===== src/rtl/router_switch_alloc_3port_pkg.sv =====
// Shared constants for the 3-port switch allocator.
// Port codes, input/output indices, lock states, helpers.
package router_switch_alloc_3port_pkg;

  localparam int NP = 3;

  localparam logic [2:0] EMPTY          = 3'b000;
  localparam logic [2:0] OUT_X1_PORT    = 3'b001;
  localparam logic [2:0] OUT_Y1_PORT    = 3'b010;
  localparam logic [2:0] OUT_LOCAL_PORT = 3'b100;

  localparam int IN_X     = 0;
  localparam int IN_Y     = 1;
  localparam int IN_LOCAL = 2;

  localparam int OUT_X1    = 0;
  localparam int OUT_Y1    = 1;
  localparam int OUT_LOCAL = 2;

  typedef enum logic {
    LOCK_FREE = 1'b0,
    LOCK_BUSY = 1'b1
  } lock_e;

  // One-hot code of output o.
  function automatic logic [2:0] port_code(input int o);
    return 3'(1 << o);
  endfunction

  // Index increment modulo 3.
  function automatic logic [1:0] inc3(input logic [1:0] v);
    return (v >= 2'd2) ? 2'd0 : v + 2'd1;
  endfunction

endpackage


===== src/rtl/router_switch_alloc_3port_if.sv =====
// Request/grant/credit bundle between inputs and allocator.
// master: request side; slave: allocator side.
interface router_switch_alloc_3port_if;
  import router_switch_alloc_3port_pkg::*;

  logic [NP-1:0]   req_valid;
  logic [3*NP-1:0] req_port;
  logic [NP-1:0]   req_tail;
  logic [NP-1:0]   credit_in;
  logic [NP-1:0]   gnt;
  logic [3*NP-1:0] xbar_sel;
  logic [NP-1:0]   out_valid;
  logic            credit_err;

  modport master (
    output req_valid, req_port, req_tail, credit_in,
    input  gnt, xbar_sel, out_valid, credit_err
  );

  modport slave (
    input  req_valid, req_port, req_tail, credit_in,
    output gnt, xbar_sel, out_valid, credit_err
  );

endinterface


===== src/rtl/router_switch_alloc_3port_rr_arb3.sv =====
// 3-request round-robin picker, combinational.
// req/ptr in; one-hot gnt and its index out.
module rr_arb3 (
  input  logic [2:0] req,
  input  logic [1:0] ptr,
  output logic [2:0] gnt,
  output logic [1:0] idx
);

  always_comb begin
    int p;
    int j;
    logic found;
    gnt   = '0;
    found = 1'b0;
    p     = (ptr == 2'd3) ? 0 : int'(ptr);
    for (int k = 0; k < 3; k++) begin
      j = (p + k) % 3;
      if (!found && req[j]) begin
        gnt[j] = 1'b1;
        found  = 1'b1;
      end
    end
  end

  always_comb begin
    idx = 2'd0;
    unique case (1'b1)
      gnt[0]:  idx = 2'd0;
      gnt[1]:  idx = 2'd1;
      gnt[2]:  idx = 2'd2;
      default: idx = 2'd0;
    endcase
  end

endmodule


===== src/rtl/router_switch_alloc_3port.sv =====
// Switch allocator: per-output RR, packet lock, credits.
// Ports: clk, rst, bus (slave); ROUTER_ALLOC_STATS_EN adds pkt_cnt/stall_cnt.
module router_switch_alloc_3port
  import router_switch_alloc_3port_pkg::*;
#(
  parameter int CREDITS = 4,
  parameter int CW      = 3
) (
  input logic clk,
  input logic rst,
  router_switch_alloc_3port_if.slave bus
`ifdef ROUTER_ALLOC_STATS_EN
  ,
  output logic [47:0] pkt_cnt,
  output logic [15:0] stall_cnt
`endif
);

  lock_e         lock_q   [NP];
  lock_e         lock_d   [NP];
  logic [1:0]    owner_q  [NP];
  logic [1:0]    owner_d  [NP];
  logic [1:0]    rr_ptr_q [NP];
  logic [1:0]    rr_ptr_d [NP];
  logic [CW-1:0] cred_q   [NP];
  logic [CW-1:0] cred_d   [NP];
  logic          credit_err_q;
  logic          credit_err_d;

  logic [2:0] reqm    [NP];
  logic [2:0] arb_req [NP];
  logic [2:0] arb_gnt [NP];
  logic [1:0] arb_idx [NP];

  logic [NP-1:0]   gnt_c;
  logic [3*NP-1:0] xbar_c;
  logic [NP-1:0]   ov_c;

  // reqm[o][i]: input i asks for exactly output o
  always_comb begin
    for (int o = 0; o < NP; o++) begin
      reqm[o] = '0;
      for (int i = 0; i < NP; i++)
        reqm[o][i] = bus.req_valid[i] &&
                     (bus.req_port[3*i +: 3] == port_code(o));
      arb_req[o] = (cred_q[o] != '0) ? reqm[o] : 3'b000;
    end
  end

  for (genvar g = 0; g < NP; g++) begin : g_arb
    rr_arb3 u_arb (
      .req (arb_req[g]),
      .ptr (rr_ptr_q[g]),
      .gnt (arb_gnt[g]),
      .idx (arb_idx[g])
    );
  end

  always_comb begin
    logic [1:0] w;
    logic       wv;
    gnt_c        = '0;
    xbar_c       = '0;
    ov_c         = '0;
    credit_err_d = credit_err_q;
    for (int o = 0; o < NP; o++) begin
      lock_d[o]   = lock_q[o];
      owner_d[o]  = owner_q[o];
      rr_ptr_d[o] = rr_ptr_q[o];
      cred_d[o]   = cred_q[o];
      if (lock_q[o] == LOCK_FREE) begin
        wv = |arb_gnt[o];
        w  = arb_idx[o];
      end else begin
        wv = (cred_q[o] != '0) && reqm[o][owner_q[o]];
        w  = owner_q[o];
      end
      if (!rst && wv) begin
        gnt_c[w]         = 1'b1;
        xbar_c[3*o +: 3] = 3'b001 << w;
        ov_c[o]          = 1'b1;
        if (bus.req_tail[w]) begin
          lock_d[o]   = LOCK_FREE;
          rr_ptr_d[o] = inc3(w);
        end else if (lock_q[o] == LOCK_FREE) begin
          lock_d[o]  = LOCK_BUSY;
          owner_d[o] = w;
        end
      end
      // A return at full count with no send is an overflow
      if (bus.credit_in[o] && !ov_c[o] &&
          cred_q[o] == CW'(CREDITS))
        credit_err_d = 1'b1;
      else
        cred_d[o] = cred_q[o] + CW'(bus.credit_in[o])
                    - CW'(ov_c[o]);
    end
  end

  always_ff @(posedge clk) begin
    if (rst) begin
      for (int o = 0; o < NP; o++) begin
        lock_q[o]   <= LOCK_FREE;
        owner_q[o]  <= 2'd0;
        rr_ptr_q[o] <= 2'd0;
        cred_q[o]   <= CW'(CREDITS);
      end
      credit_err_q <= 1'b0;
    end else begin
      for (int o = 0; o < NP; o++) begin
        lock_q[o]   <= lock_d[o];
        owner_q[o]  <= owner_d[o];
        rr_ptr_q[o] <= rr_ptr_d[o];
        cred_q[o]   <= cred_d[o];
      end
      credit_err_q <= credit_err_d;
    end
  end

  assign bus.gnt        = gnt_c;
  assign bus.xbar_sel   = xbar_c;
  assign bus.out_valid  = ov_c;
  assign bus.credit_err = credit_err_q;

`ifdef ROUTER_ALLOC_STATS_EN
  logic [15:0] pkt_q [NP];
  logic [15:0] pkt_d [NP];
  logic [15:0] stall_q;
  logic [15:0] stall_d;
  logic [2:0]  legal;

  always_comb begin
    for (int i = 0; i < NP; i++) begin
      legal[i] = (bus.req_port[3*i +: 3] == OUT_X1_PORT) ||
                 (bus.req_port[3*i +: 3] == OUT_Y1_PORT) ||
                 (bus.req_port[3*i +: 3] == OUT_LOCAL_PORT);
    end
    for (int o = 0; o < NP; o++)
      pkt_d[o] = pkt_q[o] +
                 16'(|(xbar_c[3*o +: 3] & bus.req_tail));
    stall_d = stall_q;
    if (|(legal & bus.req_valid & ~gnt_c) && stall_q != 16'hFFFF)
      stall_d = stall_q + 16'd1;
  end

  always_ff @(posedge clk) begin
    if (rst) begin
      for (int o = 0; o < NP; o++) pkt_q[o] <= '0;
      stall_q <= '0;
    end else begin
      for (int o = 0; o < NP; o++) pkt_q[o] <= pkt_d[o];
      stall_q <= stall_d;
    end
  end

  assign pkt_cnt   = {pkt_q[2], pkt_q[1], pkt_q[0]};
  assign stall_cnt = stall_q;
`endif

endmodule

===== src/flat_wrapper.sv =====
// flat-port wrapper written by rule: the top's interface ports become plain ports
module router_switch_alloc_3port_flat import router_switch_alloc_3port_pkg::*;
#(
  parameter int CREDITS = 4,
  parameter int CW      = 3
)
  (clk, rst, bus_req_valid, bus_req_port, bus_req_tail, bus_credit_in, bus_gnt, bus_xbar_sel, bus_out_valid, bus_credit_err);
  router_switch_alloc_3port_if bus_i ();
  input logic clk;
  input logic rst;
  input wire logic [$bits(bus_i.req_valid)-1:0] bus_req_valid;
  input wire logic [$bits(bus_i.req_port)-1:0] bus_req_port;
  input wire logic [$bits(bus_i.req_tail)-1:0] bus_req_tail;
  input wire logic [$bits(bus_i.credit_in)-1:0] bus_credit_in;
  output wire logic [$bits(bus_i.gnt)-1:0] bus_gnt;
  output wire logic [$bits(bus_i.xbar_sel)-1:0] bus_xbar_sel;
  output wire logic [$bits(bus_i.out_valid)-1:0] bus_out_valid;
  output wire logic [$bits(bus_i.credit_err)-1:0] bus_credit_err;
  assign bus_i.req_valid = bus_req_valid;
  assign bus_i.req_port = bus_req_port;
  assign bus_i.req_tail = bus_req_tail;
  assign bus_i.credit_in = bus_credit_in;
  assign bus_gnt = bus_i.gnt;
  assign bus_xbar_sel = bus_i.xbar_sel;
  assign bus_out_valid = bus_i.out_valid;
  assign bus_credit_err = bus_i.credit_err;
  router_switch_alloc_3port #(.CREDITS(CREDITS), .CW(CW)) u_core (.clk(clk), .rst(rst), .bus(bus_i));
endmodule

===== config.mk =====
export PLATFORM = sky130hd
export DESIGN_NAME = router_switch_alloc_3port_flat
export DESIGN_NICKNAME = d
export VERILOG_FILES = /design/src/rtl/router_switch_alloc_3port_pkg.sv /design/src/rtl/router_switch_alloc_3port_if.sv /design/src/rtl/router_switch_alloc_3port_rr_arb3.sv /design/src/rtl/router_switch_alloc_3port.sv /design/src/flat_wrapper.sv
export SDC_FILE = /design/constraint.sdc
export NUM_CORES = 1
export LEC_CHECK = 0
export CAP_MARGIN = 5
export CORE_MARGIN = 1
export CORE_UTILIZATION = 50
export DETAILED_ROUTE_END_ITERATION = 12
export PLACE_DENSITY = 0.78
export SYNTH_ARGS = -nofsm -noshare
export SYNTH_HDL_FRONTEND = slang
export SYNTH_SLANG_ARGS = --single-unit

===== constraint.sdc =====
create_clock -name clk -period 4.8 [get_ports clk]
set_clock_uncertainty 0.2 [all_clocks]
set_input_delay 0.72 -clock clk [delete_from_list [all_inputs] [get_ports clk]]
set_output_delay 0.72 -clock clk [all_outputs]
set_load 0.02 [all_outputs]

==> results of run 1 <==
==> synth_stat cells (all sizes together), types with 8 or more instances <==
| cell type | n | area share |
|---|---|---|
| inv | 29 | 0.040 |
| dfxtp | 25 | 0.19 |
| o21ai | 25 | 0.046 |
| ha | 18 | 0.083 |
| nand2 | 18 | 0.025 |
| nor2 | 15 | 0.021 |
| nor3 | 13 | 0.024 |
| a21oi | 12 | 0.024 |
| mux2i | 9 | 0.035 |
| nand4bb | 9 | 0.045 |
| or3 | 9 | 0.021 |
| nand2b | 8 | 0.019 |
==> power breakdown <==
part | internal (uW) | total [uW] | switching [uW]
Combinational | 280 | 601 | 321
Clock | 59.3 | 124 | 64.4
Sequential | 252 | 307 | 54.6
Total | 592 | 1030 | 440
==> cell type report <==
cell class,count,area share
tap,70,0.02645
inverter,29,0.03288
clock buffer,4,0.01361
multi-input combinational,264,0.6398
sequential,25,0.1512
timing repair buffer,47,0.1361
==> routing by layer <==
| metal | up-vias | routed length (um) | part of all wire | track usage |
|---|---|---|---|---|
| met5 | - | 0 | 0 | 0 |
| met1 | 1292 | 3329 | 0.48 | 0.3320 |
| met2 | 86 | 3224 | 0.47 | 0.4206 |
| met3 | 4 | 305 | 0.044 | 0.01852 |
| li1 | 1335 | - | - | - |
| met4 | 0 | 57 | 0.0082 | 0.05761 |
==> worst paths after layout <==
| path | startpoint | to |
|---|---|---|
| max reg2reg | u_core.rr_ptr_q[0][4] | u_core.cred_q[0][8] |
| min reg2reg | u_core.owner_q[0][5] | u_core.owner_q[0][5] |
| min | u_core.owner_q[0][5] | u_core.owner_q[0][5] |
| max | bus_req_port[2] | bus_gnt[1] |
==> state kept, by name (all words and copies together), names as in the netlist <==
name,cells
u_core.bus.credit_err,1
u_core.cred_q,9
u_core.lock_q,3
u_core.owner_q,6
u_core.rr_ptr_q,6
==> kinds of logic (layout without fill, tap and decap cells) <==
logic type,Yosys count,after routing,share of synthesized area
buf+inv,40,80,0.05969
mux,10,10,0.03887
compound gates,99,99,0.2777
simple gates,128,128,0.3137
xor+xnor,6,6,0.01944
fa+ha+maj,21,21,0.1055
flops,25,25,0.1851
==> cell usage in the layout, fill, tap and decap left out, drive strengths merged, types with 5 or more instances in the layout <==
cell           instances
mux2i                  9
buf                   12
nand3b                 5
nand4bb                9
nand2                 18
nor2                  15
or3                    9
inv                   29
and4bb                 5
nor3                  13
o211ai                 7
and2                   6
nand2b                 8
clkdlybuf4s50         31
ha                    18
o21ai                 25
and3                   5
a21oi                 12
dfxtp                 25
nand3                  7
==> stage by stage <==
stage               setup WS, ns  std cells  setup TNS, ns
CTS                      0.03521        439              0
finish                   0.03421        439              0
global placement         0.04690        434              0
floorplan                 0.8670        329              0
detailed placement      -0.05203        434       -0.05203
global route            -0.08473        439       -0.08473
==> critical path, stage by stage <==
cell and delay (ns):
sky130_fd_sc_hd__clkdlybuf4s50_1 0.50, sky130_fd_sc_hd__nand4bb_4 0.34, sky130_fd_sc_hd__or2_1 0.32, sky130_fd_sc_hd__a2111oi_4 0.38, sky130_fd_sc_hd__a21oi_2 0.08, sky130_fd_sc_hd__o311a_1 0.42, sky130_fd_sc_hd__and2_1 0.19, sky130_fd_sc_hd__or3_1 0.34
sky130_fd_sc_hd__clkdlybuf4s50_1 0.55
==> what timing repair did <==
action | CTS | global route
buffers inserted | 1 | 0
setup endpoints to repair | 1 | 7
pin swaps | 1 | 1
resized for setup | 2 | 15
==> results.toml, run 1 <==
[run_status]
outcome = "complete, no violations"

[floorplanning]
start_util = 0.5227
area_of_the_die_sq_um = 5706
row_count = 26
io_pins = 36
design.core.area_sq_um = 5172
die-width_um = 75.54
chipHeight_um = 75.54

[final_layout]
num-fill-cells = 434
drive_above_1_share = 0.1220
antenna_cells = 0
syn2layout_area_growth_pct = 22.44
layout.nets = 411
area_of_the_multi_input_gates_sq_um = 2118
seq_area_sq_um = 500.5
finalCoreUtilization = 0.6401
postLayoutCellArea_sq_um = 3311

[grt]
grt_remaining_overflow = 0
grt_max_degree = 16
first_global_vias = 2401
first_pass_grt_wire_length_um = 10810
globalRouteTotalUtil = 0.2437
grt_antenna_before_repair = 0

[critical_path]
required_ns = 3.88
critical_path_peak_fanout = 6
worstSetupPathType = "primary input to primary output"
r2r_slack_ns = 0.92
worst-endpoint-arrival_ns = 3.85
endpoint_type_of_the_worst_setup_path = "primary output"
reg2reg_depth = 17
worstSetupStartpointType = "primary input"

[logic_synthesis]
synth_cells = 329
postSynthAreaPerCell_sq_um = 8.218
synth_seq_cells = 25
ys_async_sr_fraction = 0
ys_seq_area_frac = 0.1851
syn_nets = 370
ys_types = 78
synth.yosys.warnings = 0
post_synth_instance_area_sq_um = 2704
synth-edff-count = 0
postSynth.topFlopCell = "sky130_fd_sc_hd__dfxtp_1"

[flow_run]
number_of_max_capacitance_violations_reported = 0

[detailed_routing]
drt_iter0_drc = 216
drc_errors = 0
wl_um = 6915
detail_route.first_pass.iterations = 5
vias_per_cell = 6.189
route.detailed.wl_per_inst_um = 15.75
routed-via-count = 2717
ant_nets = 0

[place]
post_dp_cell_area_sq_um = 3172
final_wtd_congestion = 0.8961
port_buffer_cells = 35
dp_hpwl_um = 5386

[power_and_ir_drop]
power.static_leakage_uw = 0.001284
p_total_uw = 1031
peakVddDrop_mv = 0.2760
power.density_nw_per_um2 = 311.5

[timing]
holdWs_ns = 0.2952
fmax_mhz = 209.8
crit_share_post_route = 0.9929
maxSlewViolCount = 0
timing.final.crit_period_ns = 4.766
max_slew.worst_pin.slew_ns = 0.5935
timing.max_slew.rel_slack = 0.6007
finalHoldViolCount = 0
rsz0062_at_grt = "true"
finalSetupViolCount = 0

[clock_tree]
cts_sinks = 25
cts.htree.levels = 1
cts.hold.buffers_added = 0
clk_path_buf_depth = 2
tritoncts = "done"
path_clk_slew_ns = 0.08
clk_root_buffer_cell = "sky130_fd_sc_hd__clkbuf_8"
clk-insertion-delay-late_ns = 0.26
cts_made_buffers = 3

[hold_path]
worst_hold_path.num_cells = 2
class_of_the_tightest_hold_or_removal_check = "flop to flop"
No activity file was read; power rests on OpenSTA's default activity.
==> run 2: changes to the inputs <==
HOLD_SLACK_MARGIN = 0.15   (was not set)
==> results of run 2 <==
No change in the layout: final DEF, timing and power equal those of run 1.
==> run 3: changes to the inputs <==
--- a/config.mk
+++ b/config.mk
@@ -12,3 +12,3 @@
 export HOLD_SLACK_MARGIN = 0.15
-export PLACE_DENSITY = 0.78
+export PLACE_DENSITY = 0.82
 export SYNTH_ARGS = -nofsm -noshare
--- a/constraint.sdc
+++ b/constraint.sdc
@@ -4,2 +4,2 @@
 set_output_delay 0.72 -clock clk [all_outputs]
-set_load 0.02 [all_outputs]
+set_load 0.01 [all_outputs]
==> results.toml, run 3 (synthesis gave the netlist of run 1 again) <==
[critical_path]
largest_delay_contributor_family_on_the_critical_path = "buffers and inverters"
worst-endpoint-arrival_ns = 3.76
launch_point_of_the_worst_path = "bus_req_port[0]"
cpMostUsedCell = "sky130_fd_sc_hd__clkdlybuf4s50_1"
endpoint_type_of_the_worst_setup_path = "primary output"
worstPathBufferInverterCount = 2
required_ns = 3.88
critPathMaxStageDelay_ns = 0.52
path_cells = "clkdlybuf4s50_1 -> nand4bb_2 -> mux2i_2 -> o21ai_1 -> o221a_1 -> a31o_1 -> a211o_1 -> nor3_2 -> or3_1 -> clkdlybuf4s50_1"
worstReg2RegStart = "u_core.rr_ptr_q[0][2]"
slowest_stage_cell_cp = "sky130_fd_sc_hd__clkdlybuf4s50_1"
worstSetupStartpointType = "primary input"
critical_path_peak_fanout = 5
worstSetupPathType = "primary input to primary output"

[clock_tree]
path_clk_slew_ns = 0.09
clk_root_buffer_cell = "sky130_fd_sc_hd__clkbuf_8"
cts.htree.levels = 1
clk_path_buf_depth = 2
cts_made_buffers = 3
clk-insertion-delay-late_ns = 0.27
tritoncts = "done"
cts_sinks = 25

[hold_path]
class_of_the_tightest_hold_or_removal_check = "flop to flop"
hold_path_startpoint = "u_core.owner_q[0][5]"

[timing]
maxSlewViolCount = 0
timing.final.crit_period_ns = 4.685
rsz0062_at_grt = "true"
holdWs_ns = 0.3043
timing.max_slew.rel_slack = 0.5976
post-route-worst-setup-slack_ns = 0.1154
crit_share_post_route = 0.9760
finalSetupViolCount = 0
max_slew.worst_pin.slew_ns = 0.5980
finalHoldViolCount = 0
setup_total_negative_slack_ns = 0
fmax_mhz = 213.5

[final_layout]
layout_commonest_cell = "sky130_fd_sc_hd__clkdlybuf4s50_1"
syn2layout_area_growth_pct = 21.06
final_cell_mix = "sky130_fd_sc_hd__clkdlybuf4s50_1, sky130_fd_sc_hd__inv_1, sky130_fd_sc_hd__dfxtp_1"
largest_register_ff_count = 9
layout.nets = 410
antenna_cells = 0
num-fill-cells = 452
reg_top3 = "u_core.cred_q (9), u_core.owner_q (6), u_core.rr_ptr_q (6)"
top_register = "u_core.cred_q"
drive_above_1_share = 0.1223

[place]
final_wtd_congestion = 0.8898
dp_hpwl_um = 5340
dp_worst_setup_slack_ns = 0.05800
port_buffer_cells = 35

[run_status]
outcome = "complete, no violations"

[floorplanning]
row_count = 26
design.core.area_sq_um = 5172
chipHeight_um = 75.54
die-width_um = 75.54
area_of_the_die_sq_um = 5706
io_pins = 36
start_util = 0.5227

[grt]
grt_use_met1 = 0.3450
first_global_vias = 2496
globalRouteTotalUtil = 0.2518
first_pass_grt_wire_length_um = 11140
grt_max_degree = 15
grt_remaining_overflow = 0
gr-max-usage-layer = "met2"
gr-usage-met3 = 0.02249
groute.layer.met2.usage = 0.4177
grt_antenna_before_repair = 0

[detailed_routing]
ant_nets = 0
detail_route.first_pass.iterations = 4
route.detailed.wl_per_inst_um = 15.84
vias_per_cell = 6.283
drt_iter0_drc = 153
wl_um = 6938
drc_errors = 0
routed-via-count = 2752

[flow_run]
number_of_max_capacitance_violations_reported = 0

[power_and_ir_drop]
power.density_nw_per_um2 = 311.5
peakVddDrop_mv = 0.2327
power.static_leakage_uw = 0.001222
run 3: cell count changes in the layout (fill, tap and decap cells not counted), sizes merged:
cell,change
clkinv,+1
dlymetal6s2s,-4
buf,-1
clkdlybuf4s50,+4
clkbuf,-1
run 3: through the flow:
stage	utilization	cells	power, uW	instance area [sq um]
finish	0.6328	438	1019	3273
global route	0.6328	438	1100	3273
CTS	0.6207	437	1005	3211
floorplan	-	329	695.7	2704
detailed placement	0.6118	433	873.4	3164
global placement	0.6118	433	851.8	3164
run 3: worst register-to-register path, stage by stage (launching register included):
cell and delay [ns]:
sky130_fd_sc_hd__dfxtp_1 0.36, sky130_fd_sc_hd__inv_1 0.09, sky130_fd_sc_hd__ha_1 0.32, sky130_fd_sc_hd__nand2b_1 0.24, sky130_fd_sc_hd__nor3_1 0.19, sky130_fd_sc_hd__o21ai_0 0.12
sky130_fd_sc_hd__o221a_1 0.23, sky130_fd_sc_hd__a31o_1 0.21, sky130_fd_sc_hd__a211o_1 0.38, sky130_fd_sc_hd__inv_1 0.09, sky130_fd_sc_hd__buf_4 0.13, sky130_fd_sc_hd__ha_1 0.22
sky130_fd_sc_hd__inv_1 0.06, sky130_fd_sc_hd__ha_1 0.14, sky130_fd_sc_hd__inv_1 0.05, sky130_fd_sc_hd__fa_1 0.37, sky130_fd_sc_hd__xor2_1 0.16, sky130_fd_sc_hd__xnor2_1 0.13
sky130_fd_sc_hd__nand2_1 0.06
run 3: final cells by class:
class | count | area, sq um | area share
Sequential cell | 25 | 500.5 | 0.1529
Inverter | 29 | 108.9 | 0.03326
Timing Repair Buffer | 46 | 432.9 | 0.1323
Tap cell | 70 | 87.58 | 0.02676
Multi-Input combinational cell | 264 | 2097 | 0.6407
Clock buffer | 3 | 41.29 | 0.01261
Clock inverter | 1 | 5.005 | 0.001529
run 3: report_power, final:
part | internal, uW | switching (uW)
Sequential | 252 | 55.8
Clock | 58.3 | 72.1
Combinational | 278 | 303
run 3: timing repair:
action                     in CTS  in global routing
buffers inserted                0                  1
gates resized for setup         0                 13
hold buffers                    0                  0
setup endpoints to repair       0                  5
run 3: worst paths after layout:
kind	end	slack [ns]	cells after the start
worst max register to register	u_core.cred_q[0][5]	0.94	18
worst min-delay path	u_core.owner_q[0][5]	0.30	2
worst min register to register	u_core.owner_q[0][5]	0.30	2
worst max-delay path	bus_gnt[1]	0.12	10
run 3: routing by layer:
| layer | vias up | share of wire |
|---|---|---|
| li1 | 1332 | - |
| met1 | 1314 | 0.48 |
| met2 | 95 | 0.46 |
| met3 | 11 | 0.047 |
| met4 | 0 | 0.018 |
| met5 | - | 0 |
